### src/rtl/jt12_fir_seq_if.sv
// Control bus between the symmetric-FIR sequencer (master) and its tap RAM / MAC datapath (slave).
interface jt12_fir_seq_if #(
  parameter int AW = 7,
  parameter int CW = 6
);
  logic          sample;
  logic          clr;
  logic          busy;
  logic          wr_en;
  logic          wr_zero;
  logic [AW-1:0] wr_addr;
  logic [AW-1:0] rd_addr_a;
  logic [AW-1:0] rd_addr_b;
  logic [CW-1:0] coeff_addr;
  logic [1:0]    rd_ch;
  logic          mac_en;
  logic          mac_first;
  logic          mac_mid;
  logic          mac_last;
  logic [1:0]    mac_ch;
  logic          done;
  logic          overrun;

  modport master (
    input  sample, clr,
    output busy, wr_en, wr_zero, wr_addr, rd_addr_a, rd_addr_b, coeff_addr, rd_ch,
           mac_en, mac_first, mac_mid, mac_last, mac_ch, done, overrun
  );

  modport slave (
    output sample, clr,
    input  busy, wr_en, wr_zero, wr_addr, rd_addr_a, rd_addr_b, coeff_addr, rd_ch,
           mac_en, mac_first, mac_mid, mac_last, mac_ch, done, overrun
  );
endinterface

### src/rtl/jt12_fir_seq.sv
// Sequencer for a RAM-based symmetric stereo FIR: writes one tap per sample edge, then walks each
// channel's half-filter with paired symmetric read addresses and one-cycle-delayed MAC strobes.
module jt12_fir_seq #(
  parameter int stages   = 73,
  parameter int channels = 2
) (
  input logic            clk,
  input logic            rst_n,
  jt12_fir_seq_if.master bus
);
  localparam int AW = $clog2(stages);
  localparam int CW = $clog2((stages + 1) / 2);
  localparam int H  = (stages - 1) / 2;

  localparam logic [AW-1:0] LAST_ADDR = AW'(stages - 1);
  localparam logic [AW-1:0] STAGES_W  = AW'(stages);
  localparam logic [CW-1:0] K_MID     = CW'(H);
  localparam logic [1:0]    LAST_CH   = 2'(channels - 1);

  typedef enum logic [2:0] {IDLE, CLEAR, WRITE, RUN, FLUSH} state_t;

  state_t        state, state_nxt;
  logic [AW-1:0] nw;
  logic [AW-1:0] clr_addr;
  logic [CW-1:0] k;
  logic [1:0]    ch;
  logic          pend_s, pend_c, last_sample;
  logic          mac_en_q, mac_first_q, mac_mid_q, mac_last_q;
  logic [1:0]    mac_ch_q;
  logic          done_q, overrun_q;

  logic          sample_edge, want_s, want_c, k_mid, start_write, start_clear;
  logic [AW-1:0] wr_next, k_w, rem, addr_a, addr_b;

  assign sample_edge = bus.sample & ~last_sample;
  assign want_s      = pend_s | sample_edge;
  assign want_c      = pend_c | bus.clr;
  assign k_mid       = (k == K_MID);
  assign k_w         = AW'(k);
  assign wr_next     = (nw == LAST_ADDR) ? '0 : nw + AW'(1);

  // Modular addressing without a divider. Every true result lies in [0, stages), and stages is
  // odd so it is below 2**AW; wrapping AW-bit arithmetic therefore lands on the exact value.
  // nw+1+k reaches stages exactly when k >= stages-1-nw, which avoids forming the wide sum.
  assign rem = LAST_ADDR - nw;

  always_comb begin
    addr_a = (nw >= k_w) ? nw - k_w : nw + STAGES_W - k_w;
    addr_b = (k_w >= rem) ? k_w - rem : nw + AW'(1) + k_w;
  end

  always_comb begin
    // NOTE: state_nxt takes its default before the case so every path assigns it; no latch.
    state_nxt = state;
    unique case (state)
      IDLE: begin
        if (want_s)      state_nxt = WRITE;
        else if (want_c) state_nxt = CLEAR;
      end
      CLEAR: if (clr_addr == LAST_ADDR) state_nxt = IDLE;
      WRITE: state_nxt = RUN;
      RUN:   if (k_mid && (ch == LAST_CH)) state_nxt = FLUSH;
      FLUSH: begin
        if (want_s)      state_nxt = WRITE;
        else if (want_c) state_nxt = CLEAR;
        else             state_nxt = IDLE;
      end
      default: state_nxt = IDLE;
    endcase
  end

  assign start_write = (state_nxt == WRITE);
  assign start_clear = (state_nxt == CLEAR) && (state != CLEAR);

  // Address-phase outputs are decoded from registered state, so reset forces them low at once.
  assign bus.busy       = (state != IDLE);
  assign bus.wr_en      = (state == WRITE) || (state == CLEAR);
  assign bus.wr_zero    = (state == CLEAR);
  assign bus.wr_addr    = (state == WRITE) ? wr_next : ((state == CLEAR) ? clr_addr : '0);
  assign bus.rd_addr_a  = (state == RUN) ? addr_a : '0;
  assign bus.rd_addr_b  = (state == RUN) ? addr_b : '0;
  assign bus.coeff_addr = (state == RUN) ? k : '0;
  assign bus.rd_ch      = (state == RUN) ? ch : '0;
  assign bus.mac_en     = mac_en_q;
  assign bus.mac_first  = mac_first_q;
  assign bus.mac_mid    = mac_mid_q;
  assign bus.mac_last   = mac_last_q;
  assign bus.mac_ch     = mac_ch_q;
  assign bus.done       = done_q;
  assign bus.overrun    = overrun_q;

  always_ff @(posedge clk or negedge rst_n) begin
    if (!rst_n) begin
      state       <= IDLE;
      nw          <= LAST_ADDR;
      clr_addr    <= '0;
      k           <= '0;
      ch          <= '0;
      pend_s      <= 1'b0;
      pend_c      <= 1'b0;
      last_sample <= 1'b0;
      mac_en_q    <= 1'b0;
      mac_first_q <= 1'b0;
      mac_mid_q   <= 1'b0;
      mac_last_q  <= 1'b0;
      mac_ch_q    <= '0;
      done_q      <= 1'b0;
      overrun_q   <= 1'b0;
    end else begin
      // NOTE: non-blocking assignments here so every register samples pre-edge values.
      state       <= state_nxt;
      last_sample <= bus.sample;

      if (state == WRITE)
        nw <= wr_next;
      else if ((state == CLEAR) && (clr_addr == LAST_ADDR))
        nw <= LAST_ADDR;

      if ((state == RUN) && !k_mid) k <= k + CW'(1);
      else                          k <= '0;

      if (state != RUN) ch <= '0;
      else if (k_mid)   ch <= ch + 2'd1;

      clr_addr <= ((state == CLEAR) && (clr_addr != LAST_ADDR)) ? clr_addr + AW'(1) : '0;

      // A second edge while one is already queued is dropped and flagged.
      if (start_write)
        pend_s <= 1'b0;
      else if (sample_edge && (state != IDLE))
        pend_s <= 1'b1;
      overrun_q <= sample_edge && pend_s && (state != IDLE);

      if (start_clear)
        pend_c <= 1'b0;
      else if (bus.clr && (state != IDLE) && (state != CLEAR))
        pend_c <= 1'b1;

      // RAM read data arrives one cycle after the address, so the MAC flags trail by one.
      mac_en_q    <= (state == RUN);
      mac_first_q <= (state == RUN) && (k == '0);
      mac_mid_q   <= (state == RUN) && k_mid;
      mac_last_q  <= (state == RUN) && k_mid;
      mac_ch_q    <= (state == RUN) ? ch : '0;
      done_q      <= mac_last_q && (mac_ch_q == LAST_CH);
    end
  end
endmodule

### src/flat_wrapper.sv
// flat-port wrapper written by rule: the top's interface ports become plain ports
module jt12_fir_seq_flat 
#(
  parameter int stages   = 73,
  parameter int channels = 2
)
  (clk, rst_n, bus_sample, bus_clr, bus_busy, bus_wr_en, bus_wr_zero, bus_wr_addr, bus_rd_addr_a, bus_rd_addr_b, bus_coeff_addr, bus_rd_ch, bus_mac_en, bus_mac_first, bus_mac_mid, bus_mac_last, bus_mac_ch, bus_done, bus_overrun);
  jt12_fir_seq_if #(.AW(7), .CW(6)) bus_i ();
  input logic clk;
  input logic rst_n;
  input wire logic [$bits(bus_i.sample)-1:0] bus_sample;
  input wire logic [$bits(bus_i.clr)-1:0] bus_clr;
  output wire logic [$bits(bus_i.busy)-1:0] bus_busy;
  output wire logic [$bits(bus_i.wr_en)-1:0] bus_wr_en;
  output wire logic [$bits(bus_i.wr_zero)-1:0] bus_wr_zero;
  output wire logic [$bits(bus_i.wr_addr)-1:0] bus_wr_addr;
  output wire logic [$bits(bus_i.rd_addr_a)-1:0] bus_rd_addr_a;
  output wire logic [$bits(bus_i.rd_addr_b)-1:0] bus_rd_addr_b;
  output wire logic [$bits(bus_i.coeff_addr)-1:0] bus_coeff_addr;
  output wire logic [$bits(bus_i.rd_ch)-1:0] bus_rd_ch;
  output wire logic [$bits(bus_i.mac_en)-1:0] bus_mac_en;
  output wire logic [$bits(bus_i.mac_first)-1:0] bus_mac_first;
  output wire logic [$bits(bus_i.mac_mid)-1:0] bus_mac_mid;
  output wire logic [$bits(bus_i.mac_last)-1:0] bus_mac_last;
  output wire logic [$bits(bus_i.mac_ch)-1:0] bus_mac_ch;
  output wire logic [$bits(bus_i.done)-1:0] bus_done;
  output wire logic [$bits(bus_i.overrun)-1:0] bus_overrun;
  assign bus_i.sample = bus_sample;
  assign bus_i.clr = bus_clr;
  assign bus_busy = bus_i.busy;
  assign bus_wr_en = bus_i.wr_en;
  assign bus_wr_zero = bus_i.wr_zero;
  assign bus_wr_addr = bus_i.wr_addr;
  assign bus_rd_addr_a = bus_i.rd_addr_a;
  assign bus_rd_addr_b = bus_i.rd_addr_b;
  assign bus_coeff_addr = bus_i.coeff_addr;
  assign bus_rd_ch = bus_i.rd_ch;
  assign bus_mac_en = bus_i.mac_en;
  assign bus_mac_first = bus_i.mac_first;
  assign bus_mac_mid = bus_i.mac_mid;
  assign bus_mac_last = bus_i.mac_last;
  assign bus_mac_ch = bus_i.mac_ch;
  assign bus_done = bus_i.done;
  assign bus_overrun = bus_i.overrun;
  jt12_fir_seq #(.stages(stages), .channels(channels)) u_core (.clk(clk), .rst_n(rst_n), .bus(bus_i));
endmodule
### config.mk
export PLATFORM = sky130hd
export DESIGN_NAME = jt12_fir_seq_flat
export DESIGN_NICKNAME = d
export VERILOG_FILES = /design/src/rtl/jt12_fir_seq_if.sv /design/src/rtl/jt12_fir_seq.sv /design/src/flat_wrapper.sv
export SDC_FILE = /design/constraint.sdc
export NUM_CORES = 1
export LEC_CHECK = 0
export BUFFER_PORTS_ARGS = -buffer_cell sky130_fd_sc_hd__buf_2
export CAP_MARGIN = 40
export CORE_MARGIN = 8
export CORE_UTILIZATION = 58
export CTS_CLUSTER_SIZE = 14
export DETAILED_ROUTE_END_ITERATION = 6
export GPL_ROUTABILITY_DRIVEN = 0
export PLACE_DENSITY = 0.81
export SLEW_MARGIN = 20
export SYNTH_ARGS = -nofsm -noshare
export SYNTH_HDL_FRONTEND = slang
export SYNTH_SLANG_ARGS = --single-unit
### constraint.sdc
create_clock -name clk -period 2.83 [get_ports clk]
set_input_delay 0.1415 -clock clk [delete_from_list [all_inputs] [get_ports clk]]
set_output_delay 0.1415 -clock clk [all_outputs]
set_load 0.005 [all_outputs]
* After elaboration in Yosys (flattened, before gate mapping)
Cells that the tools add are included.
** Storage, ports and cells
- Bits in registers :: 35
- Latch bits :: 0
- RAM bits :: 0
- ROM bits :: 0
- Input port bits :: 4
- Output and inout port bits :: 40
- Word-level logic and storage cells :: 92
- Memories :: 0
** Cells by class
- Add/subtract/negate cells :: 10
- Multipliers :: 0
- Divide/modulo/power cells :: 0
- Order comparisons :: 2
- Eq/ne operators :: 14
- Shifts and indexed selects :: 0
- Multiplexer cells :: 26
- Bitwise gates (word level) :: 4
- Reductions and logical operators :: 22
** Operators with widths (count)
- $mux 7 :: 10
- $mux 3 :: 5
- $pmux 3 s5 :: 1
- $add 7x1->7 const B :: 2
- $eq 7x7->1 const B :: 2
- $sub 7x6->7 :: 2
- $logic_and 1x1->1 :: 13
- $mux 6 :: 2
- $eq 3x2->1 const B :: 3
- $reduce_bool 2->1 :: 4
- $add 7x6->7 :: 1
- $add 7x7->7 const B :: 1
- $ge 6x7->1 :: 1
- $ge 7x6->1 :: 1
- $ne 7x7->1 const B :: 1
- $sub 6x7->7 :: 1
- $sub 7x7->7 const A :: 1
- $add 6x1->6 const B :: 1
- $eq 3x1->1 const B :: 2
- $eq 6x6->1 const B :: 1
- $logic_not 6->1 :: 1
- $mux 2 :: 3
- $mux 1 :: 5
- $eq 2x1->1 const B :: 2
- 11 further kinds :: 12

* Logic depth before layout (Yosys ltp)
- Depth after elaboration :: 8
- Mapped depth :: 11

* Worst setup path before layout
No wires, ideal clock.
- Kind :: flip-flop to output port
- From :: register u_core.nw[0]
- To :: output port bus_rd_addr_b[2]
- Arrival :: 2552 ps
- Data required time :: 2689 ps
- Path slack :: 136 ps
- Cell stages (with the launch flop) :: 12
- Cell sequence :: dfrtp_1 > inv_1 > ha_1 > nand2b_4 > nand2_1 > xor2_1 > ha_1 > nand4_1 > nor3b_2 > nor4_2 > or4_1 > a21oi_1
** Between the ends
- Longest elaborated chain between the ends :: 4
- Elaborated cells on any way between the ends :: 7
- Classes of those cells :: add/sub (4); order compare (1); mux (2)
** Ends and longest elaborated chain
- start: declaration :: line jt12_fir_seq.sv:23 : logic [AW-1:0] nw;
- start signal: assignment :: line jt12_fir_seq.sv:115 : nw <= wr_next;
- $add 7x1->7 / $sub 7x7->7 (equally long branches) :: line jt12_fir_seq.sv:49, jt12_fir_seq.sv:45
- $add 7x6->7, or another cell as far along :: line jt12_fir_seq.sv:49 : addr_b = (k_w >= rem) ? k_w - rem : nw + AW'(1) + k_w;
- $mux 7 * :: line jt12_fir_seq.sv:49
- $mux 7 * :: line jt12_fir_seq.sv:81 : assign bus.rd_addr_b = (state == RUN) ? addr_b : '0;
- end: declaration :: line flat_wrapper.sv:18 : output wire logic [$bits(bus_i.rd_addr_b)-1:0] bus_rd_addr_b;
Mark *: on every way between the ends. The rest lies on a longest branch, timed or not.

* Worst setup path in the final report
- From :: register u_core.nw[1]
- To :: output port bus_rd_addr_b[2]
The elaborated chain is that of the path after synthesis.

==> results.yml <==
power:
  p_leak_nw: 1.868
  power.density_nw_per_um2: 268.1
  peakVddDrop_uv: 551.5
  fin_total_pwr_mw: 1.058
clocking:
  cts_tree: "done"
  cts_sinks: 35
  cts-root-buf: "clkbuf_8"
  cts_max_level: 2
  ctsLongestPathBuffers: 2
  cts_buffers: 5
  clkTransAtPathRegs_ns: 0.07
  clk_latency_ns: 0.29
detailed_routing:
  drt_pass1_iterations: 4
  wl_mm: 8.509
  routed-via-count: 2869
  vias_per_cell: 5.738
  wire_per_inst_um: 17.02
  ant_nets: 0
  drc_errors: 0
  drt_iter0_markers: 162
sta:
  hold_viol_final: 0
  rsz0062_at_grt: "yes"
  setup_ws_ns: -0.1220
  slew_headroom_pct: 43.33
  finClkSkew_ns: 0.005780
  hold_slack_ns: 0.1240
  drv_slew: 0
  tightest_slew_ns: 0.8390
  fmax_mhz: 338.7
  finalSetupTns_ns: -0.6279
  setup_viol: 8
  fin_crit_sh_pct: 104.3
  period_minus_slack_ns: 2.952
global_routing:
  grt_pass1_wl_mm: 13.75
  use_met3_pct: 2.849
  use_met1_pct: 26.82
  grt.busiest_layer: "met2"
  use_met2_pct: 38.11
  grt_max_degree: 36
  grt_pass1_vias: 2925
  groute.usage.overall_pct: 22.10
  antenna_found_initial: 0
  grt-ovfl-total: 0
die:
  die_w_um: 89.20
  core_um2: 5140
  start_util_pct: 60.47
  die_area_um2: 7957
  num_rows: 26
  pin_count: 44
  fp.dieH_um: 89.20
yosys:
  synth_flop_cell: "dfrtp_1"
  yosys-top-cells-area: "dfrtp_1 (27%), ha_1 (13%), xnor2_1 (5.4%), nor2_1 (4.2%), fa_1 (3.9%)"
  synth_area_um2: 3108
  synth_top_family_by_area: "compound AO/OA/AOI/OAI gates"
  synthTopCellsByCount: "nor2_1 (35), dfrtp_1 (33), ha_1 (32)"
  synthXorXnorAreaFrac_pct: 8.454
  synthesis.nets: 396
  synth_simple_gate_area_share_pct: 19.89
  synth_top_area_cell: "dfrtp_1"
  synth_compound_area_share_pct: 20.77
  synth_fa_ha_area_share_pct: 16.75
  ys_async_sr_fraction_pct: 100.0
  synth_most_common_cell: "nor2_1"
  avgSynthCellArea_um2: 8.780
  synth_cell_type_count: 59
  ys_ff_latch: 35
  synth_mux_area_share_pct: 0.3623
  synthCells: 354
  yosysSeqAreaShare_pct: 28.26
  yosys_warnings: 0
  synth_enable_flop_cells: 0
  synth_top_area_share_pct: 26.57
worst_setup_path:
  cp_slowest_cell: "or4_4"
  slowest_delay_ns: 0.42
  crit_path_cell_trace: "inv_2 -> ha_4 -> nand2b_4 -> nand2_2 -> xor2_1 -> ha_1 -> nand4_1 -> nor3b_4 -> nor4_4 -> or4_4 -> a21oi_2 -> buf_2"
  critPathMaxFanout: 5
  crit_required_ns: 2.69
  worstSetupPathType: "flip-flop to output pin"
  cp_data_arrival_time_ns: 2.81
  critPathCaptureType: "output pin"
  startpoint_type: "flip-flop"
cells_and_area:
  areaGrowthSynthToFinish_pct: 26.97
  fillers: 380
  fin_nets: 471
  final_core_util_pct: 76.78
  drive_above_1_share_pct: 28.60
  n_antenna_cell: 0
outcome:
  failed_checks: "setup timing"
  status: "complete, but fails checks"
place:
  numPortBuffers: 43
  dp_hpwl_mm: 5.993
  pre_cts_ws_ns: 0.01985
hold_path:
  worstHoldPathType: "primary input to flip-flop"
job:
  drv_cap: 0
[kinds of logic after synthesis]
logic type | Yosys count
xor gates and xnor gates | 30
buffers and inverters | 39
DFF | 35
adders and majority gates | 38
AOI/OAI and AO/OA | 91
and+or+nand+nor | 120
muxes | 1
[through the flow]
| step | cells | instance area [um^2] |
|---|---|---|
| finish | 500 | 3946 |
| global route | 500 | 3946 |
| CTS | 495 | 3831 |
| detailed placement | 475 | 3480 |
| global placement | 475 | 3480 |
| floorplan | 354 | 3108 |
[cell type report]
cell class                 count  area [um^2]  share of cell area [%]
multi-input combinational    281         2242                   56.82
sequential                    35        879.6                   22.29
timing repair buffer          76        491.7                   12.46
inverter                      30        112.6                   2.854
tap                           70        87.58                   2.219
clock buffer                   6        72.57                   1.839
clock inverter                 2        60.06                   1.522
[registers in the layout, summed over array words and instances (netlist names)]
register and cells:
u_core.bus.done 1, u_core.bus.mac_ch 2, u_core.bus.mac_en 1, u_core.bus.mac_first 1, u_core.bus.mac_mid 1, u_core.bus.overrun 1, u_core.ch 2, u_core.clr_addr 7
u_core.k 6, u_core.last_sample 1, u_core.nw 7, u_core.pend_c 1, u_core.pend_s 1, u_core.state 3
[path summary, 6_finish.rpt]
check,start,to,slack (ns),cells past startpoint
worst max-delay path,u_core.nw[1]$_DFFE_PN0P_,bus_rd_addr_b[2],-0.12,12
worst min-delay path,bus_clr,u_core.state[0]$_DFF_PN0_,0.12,3
worst max register to register,u_core.nw[1]$_DFFE_PN0P_,u_core.nw[1]$_DFFE_PN0P_,0.76,7
worst min register to register,u_core.bus.mac_ch[1]$_DFF_PN0_,u_core.bus.done$_DFF_PN0_,0.43,1
max in group asynchronous,rst_n,u_core.nw[6]$_DFFE_PN1P_,2.06,3
min in group asynchronous,rst_n,u_core.bus.mac_ch[1]$_DFF_PN0_,0.27,2
[critical path: cells and delay by family (launching register included)]
| family | cells | cell delay (ns) |
|---|---|---|
| compound gates | 1 | 0.13 |
| xor+xnor | 1 | 0.14 |
| fa+ha+maj | 2 | 0.50 |
| buf+inv | 2 | 0.19 |
| flops | 1 | 0.40 |
| simple gates | 6 | 1.14 |
[routing by layer]
layer  vias to the layer above  routed length [um]
met2                        69                4300
li1                       1392                   -
met1                      1387                3595
met5                         -                   0
met4                         0                 282
met3                        21                 331
[power by group]
group / switching (mW) / internal (mW)
Combinational: 0.0123 / 0.00849
Sequential: 0.000351 / 0.502
Clock: 0.183 / 0.352
Total: 0.196 / 0.862
[cells in the final DEF (no fill, tap or decap), types with 11 or more instances in the layout]
cell type,synthesis,routed
buf_4,2,29
ha_1,32,27
dfrtp_1,33,32
buf_2,2,43
nand3_1,14,13
xnor2_1,19,19
a21oi_1,23,20
nor2_1,35,35
nand2_1,22,20
o21ai_0,20,13
xor2_1,11,11
inv_1,29,25
[timing repair]
action,4_1_cts,5_1_grt
cloned,1,0
hold buffers,2,0
buffers inserted,9,5
gates resized for setup,32,13
endpoints found under the setup margin,8,10
hold endpoints to repair,34,0
pin swaps,11,22
(Power assumes the default switching activity.)
